`src/rtl/instr_loader_pkg.sv`:
```
// -----------------------------------------------------------------------------
// instr_loader_pkg
//   Shared definitions for the boot-time instruction loader.
//   - HDR_W        : width of the big-endian program-length header (bytes x 8)
//   - load_state_e : loader state encoding
//   - is_loading() : true in the states where the loader consumes bytes
// -----------------------------------------------------------------------------
package instr_loader_pkg;

    localparam int HDR_W = 16;

    typedef enum logic [2:0] {
        HDR_HI = 3'd0,
        HDR_LO = 3'd1,
        DATA   = 3'd2,
        CHK    = 3'd3,
        DONE   = 3'd4,
        ERR    = 3'd5
    } load_state_e;

    // The loader only takes bytes while a load is still in progress;
    // DONE and ERR are terminal until a reload request arrives.
    function automatic logic is_loading(input load_state_e s);
        return (s == HDR_HI) || (s == HDR_LO) || (s == DATA) || (s == CHK);
    endfunction

endpackage

```
`src/rtl/instr_loader.sv`:
```
// -----------------------------------------------------------------------------
// instr_loader
//   Receives a program over a byte stream and writes it into instruction
//   memory, holding the CPU in reset until a load finishes with a good
//   checksum.  Stream format:
//       LEN_HI LEN_LO | N words, 4 bytes each, big-endian | XOR checksum
//   The checksum is the XOR of every data byte (header bytes excluded).
//
// Parameters
//   BASE_ADDR   : byte address written for word 0
//   MAX_WORDS   : longest program accepted; larger headers abort the load
//
// Ports
//   clk_i        in   1  clock, rising edge
//   rst_i        in   1  asynchronous active-high reset
//   rx_data_i    in   8  incoming byte
//   rx_valid_i   in   1  rx_data_i valid
//   rx_ready_o   out  1  byte accepted when rx_valid_i & rx_ready_o
//   start_i      in   1  reload request, honoured only in DONE / ERR
//   im_we_o      out  1  one-cycle instruction-memory write strobe
//   im_addr_o    out 32  write byte address (held between writes)
//   im_data_o    out 32  write data (held between writes)
//   cpu_rst_n_o  out  1  CPU released (1) only in DONE
//   done_o       out  1  load complete, checksum good
//   err_o        out  1  load aborted
// -----------------------------------------------------------------------------
module instr_loader
    import instr_loader_pkg::*;
#(
    parameter logic [31:0] BASE_ADDR = 32'h0000_0000,
    parameter int          MAX_WORDS = 128
) (
    input  logic        clk_i,
    input  logic        rst_i,
    input  logic [7:0]  rx_data_i,
    input  logic        rx_valid_i,
    output logic        rx_ready_o,
    input  logic        start_i,
    output logic        im_we_o,
    output logic [31:0] im_addr_o,
    output logic [31:0] im_data_o,
    output logic        cpu_rst_n_o,
    output logic        done_o,
    output logic        err_o
);

    localparam logic [HDR_W-1:0] MAX_LEN = HDR_W'(MAX_WORDS);

    load_state_e      state_q, state_d;
    logic             live_q;
    logic [HDR_W-1:0] len_q, len_d;
    logic [HDR_W-1:0] word_cnt_q, word_cnt_d;
    logic [1:0]       byte_cnt_q, byte_cnt_d;
    logic [23:0]      shift_q, shift_d;
    logic [7:0]       xor_q, xor_d;
    logic             we_q, we_d;
    logic [31:0]      addr_q, addr_d;
    logic [31:0]      data_q, data_d;

    logic             accept;
    logic [HDR_W-1:0] hdr_len;

    // live_q keeps rx_ready_o low while reset is held and lets it rise on
    // the first clock edge after reset is released.
    assign rx_ready_o  = live_q && is_loading(state_q);
    assign accept      = rx_valid_i && rx_ready_o;
    assign hdr_len     = {len_q[HDR_W-1:8], rx_data_i};

    assign im_we_o     = we_q;
    assign im_addr_o   = addr_q;
    assign im_data_o   = data_q;
    assign cpu_rst_n_o = (state_q == DONE);
    assign done_o      = (state_q == DONE);
    assign err_o       = (state_q == ERR);

    // Next-state and datapath logic.  The write strobe is registered, so the
    // word appears on the memory port in the cycle after its fourth byte;
    // rx_ready_o stays up through that cycle so streaming never stalls.
    always_comb begin
        state_d    = state_q;
        len_d      = len_q;
        word_cnt_d = word_cnt_q;
        byte_cnt_d = byte_cnt_q;
        shift_d    = shift_q;
        xor_d      = xor_q;
        we_d       = 1'b0;
        addr_d     = addr_q;
        data_d     = data_q;

        case (state_q)
            HDR_HI: begin
                if (accept) begin
                    len_d   = {rx_data_i, len_q[7:0]};
                    state_d = HDR_LO;
                end
            end
            HDR_LO: begin
                if (accept) begin
                    len_d = hdr_len;
                    if (hdr_len == '0) begin
                        state_d = CHK;
                    end else if (hdr_len > MAX_LEN) begin
                        state_d = ERR;
                    end else begin
                        state_d = DATA;
                    end
                end
            end
            DATA: begin
                if (accept) begin
                    xor_d = xor_q ^ rx_data_i;
                    if (byte_cnt_q == 2'd3) begin
                        we_d       = 1'b1;
                        addr_d     = BASE_ADDR + {{(32-HDR_W-2){1'b0}}, word_cnt_q, 2'b00};
                        data_d     = {shift_q, rx_data_i};
                        byte_cnt_d = 2'd0;
                        word_cnt_d = word_cnt_q + HDR_W'(1);
                        if (word_cnt_q == len_q - HDR_W'(1)) begin
                            state_d = CHK;
                        end
                    end else begin
                        shift_d    = {shift_q[15:0], rx_data_i};
                        byte_cnt_d = byte_cnt_q + 2'd1;
                    end
                end
            end
            CHK: begin
                if (accept) begin
                    state_d = (rx_data_i == xor_q) ? DONE : ERR;
                end
            end
            DONE, ERR: begin
                if (start_i) begin
                    word_cnt_d = '0;
                    byte_cnt_d = 2'd0;
                    xor_d      = 8'h00;
                    state_d    = HDR_HI;
                end
            end
            default: begin
                state_d = HDR_HI;
            end
        endcase
    end

    // State register.
    always_ff @(posedge clk_i or posedge rst_i) begin
        if (rst_i) begin
            state_q <= HDR_HI;
        end else begin
            state_q <= state_d;
        end
    end

    // Datapath registers.  Reset drops any partially packed word, so an
    // interrupted load never writes a half-assembled instruction.
    always_ff @(posedge clk_i or posedge rst_i) begin
        if (rst_i) begin
            live_q     <= 1'b0;
            len_q      <= '0;
            word_cnt_q <= '0;
            byte_cnt_q <= 2'd0;
            shift_q    <= 24'h0;
            xor_q      <= 8'h00;
            we_q       <= 1'b0;
            addr_q     <= BASE_ADDR;
            data_q     <= 32'h0;
        end else begin
            live_q     <= 1'b1;
            len_q      <= len_d;
            word_cnt_q <= word_cnt_d;
            byte_cnt_q <= byte_cnt_d;
            shift_q    <= shift_d;
            xor_q      <= xor_d;
            we_q       <= we_d;
            addr_q     <= addr_d;
            data_q     <= data_d;
        end
    end

endmodule

```
`config.mk`:
```
export PLATFORM = sky130hd
export DESIGN_NAME = instr_loader
export DESIGN_NICKNAME = d
export VERILOG_FILES = /design/src/rtl/instr_loader_pkg.sv /design/src/rtl/instr_loader.sv
export SDC_FILE = /design/constraint.sdc
export NUM_CORES = 1
export LEC_CHECK = 0
export BUFFER_PORTS_ARGS = -buffer_cell sky130_fd_sc_hd__clkbuf_2
export CAP_MARGIN = 25
export CORE_UTILIZATION = 57
export DETAILED_ROUTE_END_ITERATION = 12
export PLACE_DENSITY = 0.83
export SYNTH_ARGS = -nofsm -noshare
export SYNTH_HDL_FRONTEND = slang
export SYNTH_SLANG_ARGS = --single-unit
```
`constraint.sdc`:
```
create_clock -name clk_i -period 4.1 [get_ports clk_i]
set_input_delay 0.41 -clock clk_i [delete_from_list [all_inputs] [get_ports clk_i]]
set_output_delay 0.41 -clock clk_i [all_outputs]
set_load 0.02 [all_outputs]
```
==> metrics.md <==
| Metric | Value |
|---|---|
| Static leakage | 3.211 nW |
| Asr flop ratio synth | 100.0% |
| Filler instances | 666 |
| Worst Setup Start Kind | flip-flop |
| Drt via density | 5.741 |
| Max Clk Rate | 363.4 MHz |
| CTS Buffer Depth | 2 |
| Largest net degree at the start of global routing | 86 |
| Ant. Diodes | 0 |
| Site Rows | 35 |
| RSZ-0062 raised after global routing | false |
| Worst EP arrival | 3170 ps |
| Total Die Area | 10230 µm² |
| First-pass GRT wire length | 20540 µm |
| Post-synth EDFFs | 0 |
| Yosys top cell area share | 53.16% |
| Die Wd | 101.1 µm |
| GRT Residual Overflow | 0 |
| Worst EP required | 4510 ps |
| Slew Viols, Final | 0 |
| Top cells by count, synth | 119 x dfrtp_1, 59 x mux2_1, 50 x nand2_1 |
| Final period util | 67.12% |
| Kind of cell adding the most delay to the critical path | simple AND/OR/NAND/NOR gates |
| Setup Skew | 9.078 ps |
| Status | completed |
| Synth Register Bits | 119 |
| # H-tree levels | 4 |
| Buf+Inv Stages, Crit Path | 1 |
| Sequential element share of the synthesized area | 53.16% |
| I/O Buffers | 64 |
| Initial DRC Count | 298 |
| Starting Density | 59.77% |
| YS warnings | 0 |
| Fin. Hold Viols | 0 |
| Final nets | 568 |
| Yosys cell types | 49 |
| Cell Chain, Critical Path | inv_1 > ha_1 > or4b_4 > nor4_4 > mux2_1 > mux2i_1 > a221oi_1 > nor4_2 |
| Crit Path Max Fanout | 5 |
| Worst slew pin tran | 853.4 ps |
| Clock Tree Root | clkbuf_8 |
| Max cap viols | 0 |
| Vias in the first global route | 4028 |
| Setup TNS | 0 ps |
| Slowest Stage Delay on Critical Path | 530 ps |
| Routed len/inst | 18.06 µm |
| Routed Antenna Nets | 0 |
| Routed via count | 3984 |
| Layout cells sized above 1 | 23.54% |
| Clock Latency Late Sink | 520 ps |
| Hold WC Path Type | input pin to flip-flop |
| Antenna violations before repair | 0 |
| Clock tree sinks | 119 |
| RD Place Congestion | 0.9234 |
| Placed Area | 5941 µm² |
| Rel. slew slack | 42.89% |
| Design Area, Final | 6519 µm² |
| Core area | 9371 µm² |
| DRC | 0 |
| Post-layout min period | 2752 ps |
| Height of the die | 101.1 µm |
| DP HPWL | 7804 µm |
| CP Capture Type | flip-flop |
| Crit path max-delay cell type | or4b_4 |
| GR Util All Layers | 27.00% |
| First-pass DRT Iterations | 4 |
| Area of the multi-input gates | 2404 µm² |
| Area Overhead vs Synth | 16.37% |
| Kind of critical path | flip-flop to flip-flop |
| Finish-stage setup viols | 0 |
| Post-Route WL | 12540 µm |
| Clk slew on worst S/H paths | 60 ps |
| Num CTS Buffers | 17 |
| Peak VDD IR | 0.3252 mV |
| PwrDens | 532.1 nW/µm² |
| Post-synthesis instance area | 5602 µm² |
| Top-count cell post-synth | dfrtp_1 |
| Main flop type after synthesis | dfrtp_1 |
| Synth Area per Inst | 11.39 µm² |
| Post-CTS Setup Inserts | 0 |
| FF/Latch Area | 2978 µm² |
| Post-synthesis cell count | 492 |
| Synth area leader | dfrtp_1 |
| I/O pins | 81 |
| Top post-synthesis cells by area | dfrtp_1 53%, mux2_1 12%, xnor2_1 4.5%, mux2_2 4.2%, nand2_1 3.4% |
| CTS tree | done |
-- cells in the final DEF, fill, tap and decap left out, types with 8 or more instances in the layout --
master,n
conb_1,17
nor2_1,29
mux2_1,59
nand3_1,10
clkbuf_2,64
or3_1,8
clkbuf_16,16
o21ai_0,29
inv_1,9
mux2_2,21
nand2_1,50
dfrtp_1,119
a21oi_1,9
xnor2_1,29
-- per-layer routing --
metal	track usage [%]	up-vias	part of all wire [%]
met5	0	-	0
met4	12.26	0	2.8
met3	6.625	43	6.0
met2	43.28	184	49
met1	35.06	1965	42
li1	-	1792	-
-- worst paths after layout --
path	from	endpoint	slack, ps	cells after the start
max	len_q[0]	state_q[0]	1350	8
min	start_i	state_q[2]	160	2
max reg2reg	len_q[0]	state_q[0]	1350	8
min reg2reg	im_data_o[27]	im_data_o[27]	480	1
max in group asynchronous	rst_i	len_q[0]	2660	5
min in group asynchronous	rst_i	im_data_o[20]	330	3
-- timing repair --
item                      4_1_cts  5_1_grt
gates resized for setup         0        0
hold buffers                    0        1
hold endpoints to repair        0       10
-- metrics by stage --
step                      power, W  std cells  util (%)  hold slack (ps)  worst slack, ps
after floorplan           0.001950        507         -            454.1            532.5
after global placement    0.002044        660     63.23            467.9             1656
after detailed placement  0.002080        661     63.39            473.5             1579
after CTS                 0.003458        692     69.16            144.8             1376
after global routing      0.003614        694     69.56            157.7             1186
final                     0.003469        694     69.56            158.1             1348
-- flip-flops by register name (all words and copies together), names as in the netlist --
register / cells
im_data_o: 32
im_we_o: 1
state_q: 3
xor_q: 8
shift_q: 24
word_cnt_q: 16
im_addr_o: 16
byte_cnt_q: 2
len_q: 16
live_q: 1
-- cells by family after synthesis --
| family | count (synthesis) | share of synthesized area (%) |
|---|---|---|
| buffers and inverters | 53 | 5.004 |
| and+or+nand+nor | 135 | 12.06 |
| other | 2 | 0.1341 |
| muxes | 83 | 16.62 |
| adders and majority gates | 3 | 0.6702 |
| AOI/OAI and AO/OA | 61 | 6.723 |
| xor gates and xnor gates | 36 | 5.629 |
| DFF | 119 | 53.16 |
-- worst reg2reg max path, stage by stage (launching register included) --
cell and delay [ps]:
dfrtp_1 410, inv_1 100, ha_1 260, or4b_4 530
nor4_4 340, mux2_1 370, mux2i_1 200, a221oi_1 140
nor4_2 300
-- power by group --
| group | switching (W) | leakage (nW) | internal [W] | total (W) |
|---|---|---|---|---|
| Clock | 0.000556 | 0.253 | 0.000801 | 0.00136 |
| Combinational | 0.000395 | 1.33 | 0.000269 | 0.000664 |
| Sequential | 0.000162 | 1.63 | 0.00129 | 0.00145 |
| Total | 0.00111 | 3.21 | 0.00236 | 0.00347 |
-- final cells by class --
cell class,count,share of cell area [%]
clock inverter,14,1.939
multi-input combinational,335,36.87
tap,129,2.476
inverter,10,0.6142
clock buffer,17,6.353
timing repair buffer,70,6.065
sequential,119,45.68
No activity file was read; power rests on OpenSTA's default activity.
